**config.mk**
```make
export PLATFORM = sky130hd
export DESIGN_NAME = uart_receiver
export DESIGN_NICKNAME = d
export VERILOG_FILES = /design/src/rtl/uart_pkg.sv /design/src/rtl/uart_sync2.sv /design/src/rtl/uart_receiver.sv
export SDC_FILE = /design/constraint.sdc
export NUM_CORES = 1
export LEC_CHECK = 0
export BUFFER_PORTS_ARGS = -buffer_cell sky130_fd_sc_hd__buf_2
export CAP_MARGIN = 10
export CORE_ASPECT_RATIO = 0.7
export CORE_MARGIN = 2
export CORE_UTILIZATION = 53
export CTS_CLUSTER_DIAMETER = 30
export DETAILED_ROUTE_END_ITERATION = 10
export GPL_TIMING_DRIVEN = 0
export PLACE_DENSITY = 0.82
export SLEW_MARGIN = 25
export SYNTH_ARGS = -nofsm -noshare
export SYNTH_HDL_FRONTEND = slang
export SYNTH_SLANG_ARGS = --single-unit
```
**constraint.sdc**
```tcl
create_clock -name clk -period 2.76 [get_ports clk]
set_input_delay 0.276 -clock clk [delete_from_list [all_inputs] [get_ports clk]]
set_output_delay 0.276 -clock clk [all_outputs]
set_load 0.01 [all_outputs]
```
**src/rtl/uart_pkg.sv**
```systemverilog
// Shared UART frame layout and receiver/transmitter FSM state codes.
package uart_pkg;

   localparam int FRAME_W    = 11;
   localparam int DATA_W     = 8;
   localparam int START_IDX  = 0;
   localparam int PARITY_IDX = 9;
   localparam int STOP_IDX   = 10;

   localparam logic [2:0] IDLE       = 3'd0;
   localparam logic [2:0] START      = 3'd1;
   localparam logic [2:0] DATA       = 3'd2;
   localparam logic [2:0] PARITY     = 3'd3;
   localparam logic [2:0] STOP       = 3'd4;
   localparam logic [2:0] BREAK_WAIT = 3'd5;

endpackage

```
**src/rtl/uart_sync2.sv**
```systemverilog
// Two-flop synchronizer for an asynchronous line that idles high.
module uart_sync2 (
   input  logic clk,
   input  logic rst_n,
   input  logic d,
   output logic q
);

   logic meta;

   // Two back-to-back flops; reset to the idle (high) level.
   always_ff @(posedge clk) begin
      if (!rst_n) begin
         meta <= 1'b1;
         q    <= 1'b1;
      end else begin
         meta <= d;
         q    <= meta;
      end
   end

endmodule

```
**src/rtl/uart_receiver.sv**
```systemverilog
// UART receiver: start, 8 data bits LSB first, parity, stop.
// Bits are sampled at their midpoint using a divider latched at the start edge.
import uart_pkg::*;

module uart_receiver #(
   parameter bit PARITY_ODD = 1'b0,
   parameter int DIV_W      = 16
) (
   input  logic               clk,
   input  logic               rst_n,
   input  logic [DIV_W-1:0]   div,
   input  logic               rxd,
   output logic [FRAME_W-1:0] frame,
   output logic [DATA_W-1:0]  data,
   output logic               valid,
   output logic               parity_err,
   output logic               frame_err,
   output logic               busy
);

   localparam int VLD_STAGES = 1;

   logic               rxd_s;
   logic               rxd_d;
   logic               fall;
   logic [2:0]         state;
   logic [DIV_W-1:0]   div_eff;
   logic [DIV_W-1:0]   div_l;
   logic [DIV_W-1:0]   half;
   logic [DIV_W-1:0]   cnt;
   logic [2:0]         bit_cnt;
   logic [DATA_W-1:0]  data_sr;
   logic               par_b;
   logic [VLD_STAGES:0] vld_pipe;

   uart_sync2 u_sync (
      .clk   (clk),
      .rst_n (rst_n),
      .d     (rxd),
      .q     (rxd_s)
   );

   assign fall    = ~rxd_s & rxd_d;
   assign div_eff = (div < DIV_W'(2)) ? DIV_W'(2) : div;
   assign half    = {1'b0, div_l[DIV_W-1:1]};
   assign busy    = (state != IDLE);
   assign valid   = vld_pipe[VLD_STAGES];

   // Frame FSM. cnt counts cycles since the last reference edge (start
   // detection or previous sample), so a value of 1 means "one cycle later".
   always_ff @(posedge clk) begin
      if (!rst_n) begin
         state      <= IDLE;
         rxd_d      <= 1'b1;
         div_l      <= DIV_W'(2);
         cnt        <= '0;
         bit_cnt    <= '0;
         data_sr    <= '0;
         par_b      <= 1'b0;
         frame      <= '1;
         data       <= '0;
         parity_err <= 1'b0;
         frame_err  <= 1'b0;
         vld_pipe   <= '0;
      end else begin
         rxd_d    <= rxd_s;
         vld_pipe <= {vld_pipe[VLD_STAGES-1:0], 1'b0};
         cnt      <= cnt + 1'b1;
         case (state)
            IDLE: begin
               if (fall) begin
                  div_l   <= div_eff;
                  bit_cnt <= '0;
                  cnt     <= DIV_W'(1);
                  // With div < 4 the start midpoint is the detection edge
                  // itself, where rxd_s is already known to be 0.
                  if (div_eff < DIV_W'(4)) state <= DATA;
                  else                     state <= START;
               end
            end
            START: begin
               if (cnt == half - 1'b1) begin
                  if (rxd_s) begin
                     state <= IDLE;
                  end else begin
                     cnt   <= DIV_W'(1);
                     state <= DATA;
                  end
               end
            end
            DATA: begin
               if (cnt == div_l) begin
                  cnt     <= DIV_W'(1);
                  data_sr <= {rxd_s, data_sr[DATA_W-1:1]};
                  bit_cnt <= bit_cnt + 1'b1;
                  if (bit_cnt == 3'd7) state <= PARITY;
               end
            end
            PARITY: begin
               if (cnt == div_l) begin
                  cnt   <= DIV_W'(1);
                  par_b <= rxd_s;
                  state <= STOP;
               end
            end
            STOP: begin
               if (cnt == div_l) begin
                  frame[START_IDX]    <= 1'b0;
                  frame[DATA_W:1]     <= data_sr;
                  frame[PARITY_IDX]   <= par_b;
                  frame[STOP_IDX]     <= rxd_s;
                  data                <= data_sr;
                  parity_err          <= ((^data_sr) ^ par_b) != PARITY_ODD;
                  frame_err           <= ~rxd_s;
                  vld_pipe[0]         <= 1'b1;
                  state               <= rxd_s ? IDLE : BREAK_WAIT;
               end
            end
            BREAK_WAIT: begin
               if (rxd_s) state <= IDLE;
            end
            default: state <= IDLE;
         endcase
      end
   end

endmodule

```
* Yosys cells after proc, flatten, opt, wreduce, memory -nomap -nowiden *
Cells that the tools add are included.

cells by class
  equality and inequality tests = 15
  reduce and logical (&&, ||, !) cells = 12
  mux-type cells = 21
  bitwise logic cells = 3
  $add $sub $neg = 3
  magnitude comparators = 2

operators by type and width
  cell                   count
  $mux 16                5
  $pmux 16 s3            1
  $eq 16x16->1           2
  $mux 3                 10
  $pmux 3 s6             1
  $add 16x1->16 const B  1
  $lt 16x2->1 const B    1
  $lt 16x3->1 const B    1
  $sub 15x1->16 const B  1
  $ne 2x2->1 const B     6
  $reduce_and 2->1       5
  $eq 3x3->1 const B     3
  $reduce_xor 8->1       1
  $reduce_and 7->1       1
  $eq 3x2->1 const B     2
  $pmux 3 s2             1
  $mux 2                 2
  $add 3x1->3 const B    1
  $eq 3x1->1 const B     1
  $logic_not 3->1        1
  $reduce_and 3->1       1
  $reduce_bool 3->1      1
  $ne 2x1->1 const B     1
  $reduce_bool 2->1      1
  other kinds (5)        5

word-level totals
  input port bits = 19
  register bits after elaboration = 73
  output and inout port bits = 23

* Depth between registers and ports, before layout *
Gate-level depths: netlist of the first run.

  word-level depth = 6
  mapped depth = 12

* Cells and area by module *
From an unflattened synthesis of the first run, not the netlist that was laid out.

unflattened totals
  cells, all modules = 498
  area, all modules = 3962.6 µm²

modules (own cells, without submodules)
  module         instances  area each (µm²)  cells each
  uart_receiver  1          3910.0           494
  uart_sync2     1          52.6             4

* Worst setup path before layout of the first run *
OpenSTA, ideal clock, no wires.

  path type = flip-flop to flip-flop
  from = reg div_l[1]
  to = reg cnt[10]
  clock period less this slack = 2.924 ns
  path buffers = 3
  data required time = 2.646 ns
  data arrival time = 2.810 ns
  slack = -0.164 ns
  cell stages (with the launch flop) = 13
  library setup time = 0.114 ns
  cell sequence = dfxtp_1 > buf_6 > inv_1 > ha_1 > or3b_1 > buf_2 > nor4_2 > nand2_1 > xnor2_1 > or4_4 > nor4_4 > buf_4 > nor2_1

between the ends
  cells in the longest elaborated chain, start to end = 4
  elaborated cells between the ends (all ways) = 6

ends and longest elaborated chain
  what                    line                 text
  start, declared         uart_receiver.sv:28  logic [DIV_W-1:0] div_l;
  start signal, assigned  uart_receiver.sv:72  div_l <= div_eff;
  $sub 15x1->16           uart_receiver.sv:82  if (cnt == half - 1'b1) begin
  $eq 16x16->1            uart_receiver.sv:82
  $mux 16                 uart_receiver.sv:82
  $pmux 16 s3 *           uart_receiver.sv:69  case (state)
  end signal, assigned    uart_receiver.sv:68  cnt <= cnt + 1'b1;
  end, declared           uart_receiver.sv:30  logic [DIV_W-1:0] cnt;

Mark *: on every way between the ends. The rest lies on a longest branch, timed or not.
A chain may end at the register's enable or synchronous reset.

* Final worst setup path of the first run *
  from = reg div_l[2]
  to = reg cnt[14]

The elaborated chain is that of the path after synthesis.

==> results of run 1 <==
## final timing paths
path | startpoint | cells past startpoint | end | slack [ns]
setup / recovery | div_l[2] | 11 | cnt[14] | -0.03
hold / removal | rxd | 2 | u_sync.meta | 0.11
setup reg to reg | div_l[2] | 11 | cnt[14] | -0.03
hold reg to reg | u_sync.meta | 1 | u_sync.q | 0.41
## worst max-delay path, stage by stage (launching register included)
cell and delay [ns]:
dfxtp_4 0.35, inv_2 0.06, ha_4 0.13, or3b_4 0.45
buf_4 0.18, nor4_1 0.33, a31oi_1 0.12, nor3_2 0.24
o2111ai_4 0.17, nor4_4 0.39, buf_4 0.22, nor2_1 0.04
## layer usage
metal  share of wire  wire [µm]
met3           0.087        850
met4           0.017        162
met5               0          0
met2            0.42       4090
met1            0.47       4610
## kinds of logic after synthesis
| group | share of synthesized area |
|---|---|
| AND/OR/NAND/NOR | 0.276 |
| flip-flops | 0.384 |
| AO/OA/AOI/OAI | 0.106 |
| XOR/XNOR | 0.145 |
| buffers and inverters | 0.0466 |
| multiplexers | 0.0292 |
| adder cells (fa/ha/maj) | 0.0131 |
## synth_stat cells (10+ instances only)
cell / count / area [µm²]
nor2_1: 49 / 184
mux2i_1: 10 / 100
xnor2_1: 29 / 254
a21oi_1: 33 / 165
nor4_1: 10 / 62.6
nor3_1: 10 / 50.1
clkbuf_1: 22 / 82.6
xor2_1: 31 / 272
dfxtp_1: 73 / 1460
nand2_1: 76 / 285
nand3_1: 23 / 115
## sequential cells by signal (all words and copies together) (netlist names)
name         flops
vld_pipe         2
par_b            1
data_sr          8
div_l           16
bit_cnt          3
parity_err       1
u_sync.meta      1
state            3
frame           11
u_sync.q         1
rxd_d            1
data             8
frame_err        1
cnt             16
## stage by stage
step                power, µW  setup TNS, ns   util
finish                   2610         -0.288  0.655
detailed placement       1800          -2.53  0.605
CTS                      2580         -0.598  0.646
floorplan                1650              0      -
global route             2730         -0.717  0.655
global placement         1780          -1.42  0.605
## what timing repair did
| item | in CTS | in global routing |
|---|---|---|
| cloned | 1 | 0 |
| pin swaps | 20 | 12 |
| buffers inserted | 8 | 3 |
| hold buffers | 0 | 0 |
| endpoints found under the setup margin | 17 | 20 |
| gates resized for setup | 16 | 12 |
| endpoints found under the hold margin | 0 | 0 |
## power breakdown
group          internal [µW]  total (µW)  switching, µW
combinational            289         684            395
sequential              1090        1160           67.6
clock                    351         768            417
## cell type report
class | count | area (µm²) | area share
Multi-Input combinational cell | 353 | 2280 | 0.508
Sequential cell | 73 | 1470 | 0.328
Timing Repair Buffer | 53 | 299 | 0.0667
Clock buffer | 10 | 138 | 0.0307
Buffer | 25 | 120 | 0.0268
Tap cell | 94 | 118 | 0.0262
Clock inverter | 6 | 42.5 | 0.00949
Inverter | 5 | 18.8 | 0.00419
==> reports/summary.txt, run 1 <==
Critical Path AT = 3.06 ns
Grt peak-use layer = met2
Drt drc = 0
Failing checks = negative setup slack
Ys Warns = 0
Largest net degree at the start of global routing = 14
Initial antenna violation count = 0
Most common cell after layout, fill and taps aside = nand2_1
Vias in the first global route = 3093
Critical path required time = 3.02 ns
Yosys reg bits = 73
Gp weighted congestion = 0.964
Worst-path clk slew = 0.08 ns
Status = complete, but fails checks
Iteration count of the initial detailed-routing pass = 5
Final Critical Period = 2.79 ns
Number of fill cells = 581
# port buffers = 41
Worst skew pair latency = 0.37 ns
Post-route non-filler standard cell count = 619
Crit path max fanout = 5
Met3 usage = 0.0623
Average wire per standard cell = 15.7 µm
# IOs = 42
# setup viols final = 12
GRT Total Usage = 0.252
Ant diodes = 0
Commonest cells after routing, fill and taps aside = 76 x nand2_1, 69 x dfxtp_1, 47 x nor2_1, 47 x buf_2, 33 x a21oi_1
Worst setup SP type = flop
Final wirelength = 9.72 mm
Nets@finish = 543
Final hold slack = 0.106 ns
Iter 0 DRT Violations = 257
DP Cell Count = 600
Die area = 7890 µm²
Worst slew margin = 0.590
Slew of the pin with the lowest slew margin = 0.616 ns
Endpoints failing hold = 0
First-pass GRT wire length = 15.3 mm
Routed via count = 3473
Synth-to-Final Area Change = 17.7%
Share of cells above drive strength 1 = 0.200
Clk buf depth = 2
Grt ovf = 0
Post-DR vias/cell = 5.61
Row count = 25
Routing usage on met1 = 0.365
Cell area after layout = 4480 µm²
Detail Route Antenna Nets = 0
Placed instance area = 4150 µm²
Die Y = 74.9 µm
Crit path kind = flop to flop
Clock H-tree levels = 3
Clock Skew = 0.0119 ns
Die Wd = 105 µm
Pwr Density = 582 nW/µm²
Num CTS Buffers = 9
Pre-CTS setup slack = -0.233 ns
Post-synth ARST share = 0
Static leakage = 0.00184 µW
Final period utilization = 1.01
M2 GR Usage = 0.366
Post-synthesis cell type count = 54
CTS tree = built
Most used DFF post-synth = dfxtp_1
Max Freq = 358 MHz
Core Region = 6850 µm²
Number of max-cap violations = 0
Max-slew violations = 0
Starting density of the core = 0.556
Seq/Total Area, Yosys = 0.384
Mapped Avg Cell Area = 8.19 µm²
Peak supply drop = 0.000385 V
Post-Syn Nets = 488
Mapped Cells = 465
Post-detail-place hpwl = 6.95 mm
Worst setup margin = -0.0332 ns
Post-synth EDFFs = 0
CTS sink count = 73
CP endpoint kind = flop
HP Class = primary input to flop
Post-Syn Area = 3810 µm²
Root Buffer = clkbuf_8
Power figures use the tool's default switching activity.
==> run 2, diff against run 1 <==
--- a/config.mk
+++ b/config.mk
@@ -17,4 +17,5 @@
 export SLEW_MARGIN = 25
 export SYNTH_ARGS = -nofsm -noshare
 export SYNTH_HDL_FRONTEND = slang
+export SYNTH_HIERARCHICAL = 1
 export SYNTH_SLANG_ARGS = --single-unit
==> reports/summary.txt, run 2 <==
Post-Syn Area = 3960 µm² (+4.0%)
Clock Skew = 0.0118 ns (-0.000161 ns)
Clock H-tree levels = 3 (unchanged)
Static leakage = 0.00177 µW (-3.4%)
Detail Route Antenna Nets = 0 (unchanged)
Worst-path clk slew = 0.09 ns (about the same)
Share of cells above drive strength 1 = 0.170 (-0.0297)
Vias in the first global route = 3557 (+15%)
GRT Total Usage = 0.260 (+0.00777)
Commonest cells in the synthesized netlist = 91 x nand2_1, 73 x dfxtp_1, 50 x nand3_1
Most used DFF post-synth = dfxtp_1
Row count = 26 (+4.0%)
Root Buffer = clkbuf_8
Endpoints failing hold = 0 (unchanged)
Total power = 2660 µW (+1.8%)
First-pass GRT wire length = 17.0 mm (+11%)
Cell area after layout = 4590 µm² (+2.3%)
Final wirelength = 10.4 mm (+6.7%)
DP Cell Count = 637 (+6.2%)
Critical path required time = 3.01 ns (about the same)
Core Region = 7290 µm² (+6.4%)
Fin Setup TNS = 0 ns (+0.288 ns)
Post-route non-filler standard cell count = 650 (+5.0%)
Post-DR vias/cell = 5.86 (+4.4%)
# setup viols final = 0 (-12)
Mapped Avg Cell Area = 7.96 µm² (-2.9%)
Critical Path AT = 2.91 ns (-0.15 ns)
Number of fill cells = 659 (+13%)
Number of max-cap violations = 0 (unchanged)
R2R cell count = 11 (unchanged)
Most common cell after layout, fill and taps aside = nand2_1
Grt ovf = 0 (unchanged)
Largest net degree at the start of global routing = 14 (unchanged)
Nets@finish = 570 (+5.0%)
Status = finished clean
Post-synth EDFFs = 0 (unchanged)
# port buffers = 41 (unchanged)
Gp weighted congestion = 0.960 (-0.48%)
Post-synthesis cell type count = 49 (-9.3%)
Top-count cell post-synth = nand2_1
Cell repeated most along the worst path = buf_6
Mapped Cells = 498 (+7.1%)
Crit path max fanout = 7 (+2)
Starting density of the core = 0.544 (-0.0124)
CTS tree = built
Seq/Total Area, Yosys = 0.369 (-0.0148)
Die Wd = 107 µm (+1.9%)
HP Class = primary input to flop
Initial antenna violation count = 0 (unchanged)
Max layer used = met4
Ys Warns = 6 (+6)
Iter 0 DRT Violations = 292 (+14%)
Average wire per standard cell = 15.9 µm (+1.6%)
Pwr Density = 579 nW/µm² (-0.49%)
Hold-fix buffers, CTS = 0 (unchanged)
Die Y = 76.3 µm (+1.9%)
Hold path depth = 2 (unchanged)
Crit path kind = flop to flop
Met2 routed WL = 4.52 mm (+10%)
Iteration count of the initial detailed-routing pass = 5 (unchanged)
Ant diodes = 0 (unchanged)
Slew of the pin with the lowest slew margin = 0.699 ns (+0.0836 ns)
Max Freq = 376 MHz (+5.1%)
Max-slew violations = 0 (unchanged)
# IOs = 42 (unchanged)
Worst setup SP type = flop
CTS sink count = 73 (unchanged)
Worst slew margin = 0.530 (-0.0600)
Biggest regs = cnt (16), div_l (16), frame (11)
Final Critical Period = 2.66 ns (-0.136 ns)
Final hold slack = 0.115 ns (+0.00989 ns)
Top cells by area, synth = dfxtp_1 37%, xnor2_1 9.7%, nand2_1 8.6%, a21boi_0 6.6%, nand3_1 6.3%
Routed via count = 3807 (+9.6%)
Yosys reg bits = 73 (unchanged)
Met1 wire length = 4.72 mm (+2.4%)
Num CTS Buffers = 9 (unchanged)
Top cell type's share of synthesized area = 0.369 (-0.0148)
Largest area contributor in the netlist = dfxtp_1
Synth-to-Final Area Change = 15.8%
CP endpoint kind = flop
CP Cell Sequence = buf_6, inv_2, ha_4, or3b_4, or3_4, mux2_2, a21oi_2, o211ai_1, nor3_4, buf_6, nor2_1
Worst skew pair latency = 0.36 ns (about the same)
Clk buf depth = 2 (unchanged)
Placed instance area = 4290 µm² (+3.5%)
Slowest stage delay, CP = 0.41 ns (-0.04 ns)
Die area = 8200 µm² (+3.8%)
Slowest library cell on the worst path = or3b_4
Post-synth ARST share = 0 (unchanged)
Post-detail-place hpwl = 7.53 mm (+8.4%)
Final period utilization = 0.963 (-0.0493)
Commonest cells after routing, fill and taps aside = 91 x nand2_1, 73 x dfxtp_1, 50 x nand3_1
Post-Syn Nets = 521 (+6.8%)
Peak supply drop = 0.000450 V (+17%)
Drt drc = 0 (unchanged)
Met3 WL = 946 µm (+11%)
==> run 2: cell count changes after synthesis, moves of 5 or more <==
cell,change
a21boi_0,+34
a21oi_1,-23
clkbuf_1,+12
mux2i_1,-8
nand2_1,+15
nand3_1,+27
nor2_1,-18
o21ai_0,+5
xnor2_1,+15
xor2_1,-16
==> run 2: critical path: cells and delay by family, from the launching register on <==
kind	cells	cell delay [ns]
AND/OR/NAND/NOR	4	1.13
buffers and inverters	3	0.38
multiplexers	1	0.32
flip-flops	1	0.31
AO/OA/AOI/OAI	2	0.26
adder cells (fa/ha/maj)	1	0.15
==> run 2: path summary, 6_finish.rpt <==
kind                     from       end  slack, ns
setup reg to reg     div_l[1]   cnt[15]       0.10
hold reg to reg   u_sync/meta  u_sync/q       0.42
setup / recovery     div_l[1]   cnt[15]       0.10
hold / removal          rst_n  u_sync/q       0.12
==> run 2: stage by stage <==
stage / worst slack, ns / util
final: 0.103 / 0.630
after global routing: -0.0113 / 0.630
after CTS: -0.000315 / 0.626
after detailed placement: -0.147 / 0.589
after global placement: -0.0437 / 0.589
after floorplan: 0.261 / -
==> run 2: cells by family (layout without fill, tap and decap cells) <==
| group | after synthesis | count (layout) | share of synthesized area |
|---|---|---|---|
| adder cells (fa/ha/maj) | 4 | 4 | 0.0126 |
| buffers and inverters | 50 | 104 | 0.0534 |
| multiplexers | 3 | 3 | 0.00789 |
| flip-flops | 73 | 73 | 0.369 |
| AO/OA/AOI/OAI | 74 | 74 | 0.135 |
| AND/OR/NAND/NOR | 235 | 235 | 0.291 |
| XOR/XNOR | 59 | 59 | 0.130 |
==> run 2: metal layers <==
layer,vias to the layer above,global-route usage
li1,1788,-
met1,1809,0.363
met2,180,0.403
met3,30,0.0599
met4,0,0.0744
met5,-,0
==> run 2: report_power, final <==
part           internal, µW  switching, µW  total (µW)
Clock                   508            419         927
Sequential             1090           43.1        1130
Combinational           225            377         602
Total                  1820            840        2660
==> run 2: what timing repair did <==
action,4_1_cts,5_1_grt
pin swaps,3,4
gates cloned,1,0
buffers inserted,1,4
endpoints found under the hold margin,0,0
setup endpoints to repair,20,24
gates resized for setup,9,8
==> run 2: layout make-up <==
cell class | count | area [µm²] | area share
multi-input cells | 375 | 2350 | 0.512
inverters | 5 | 18.8 | 0.00409
clock inverters | 7 | 95.1 | 0.0207
well taps | 98 | 123 | 0.0267
flip-flops and latches | 73 | 1460 | 0.318
clock buffers | 9 | 124 | 0.0270
plain buffers | 36 | 163 | 0.0354
repair buffers | 47 | 254 | 0.0553
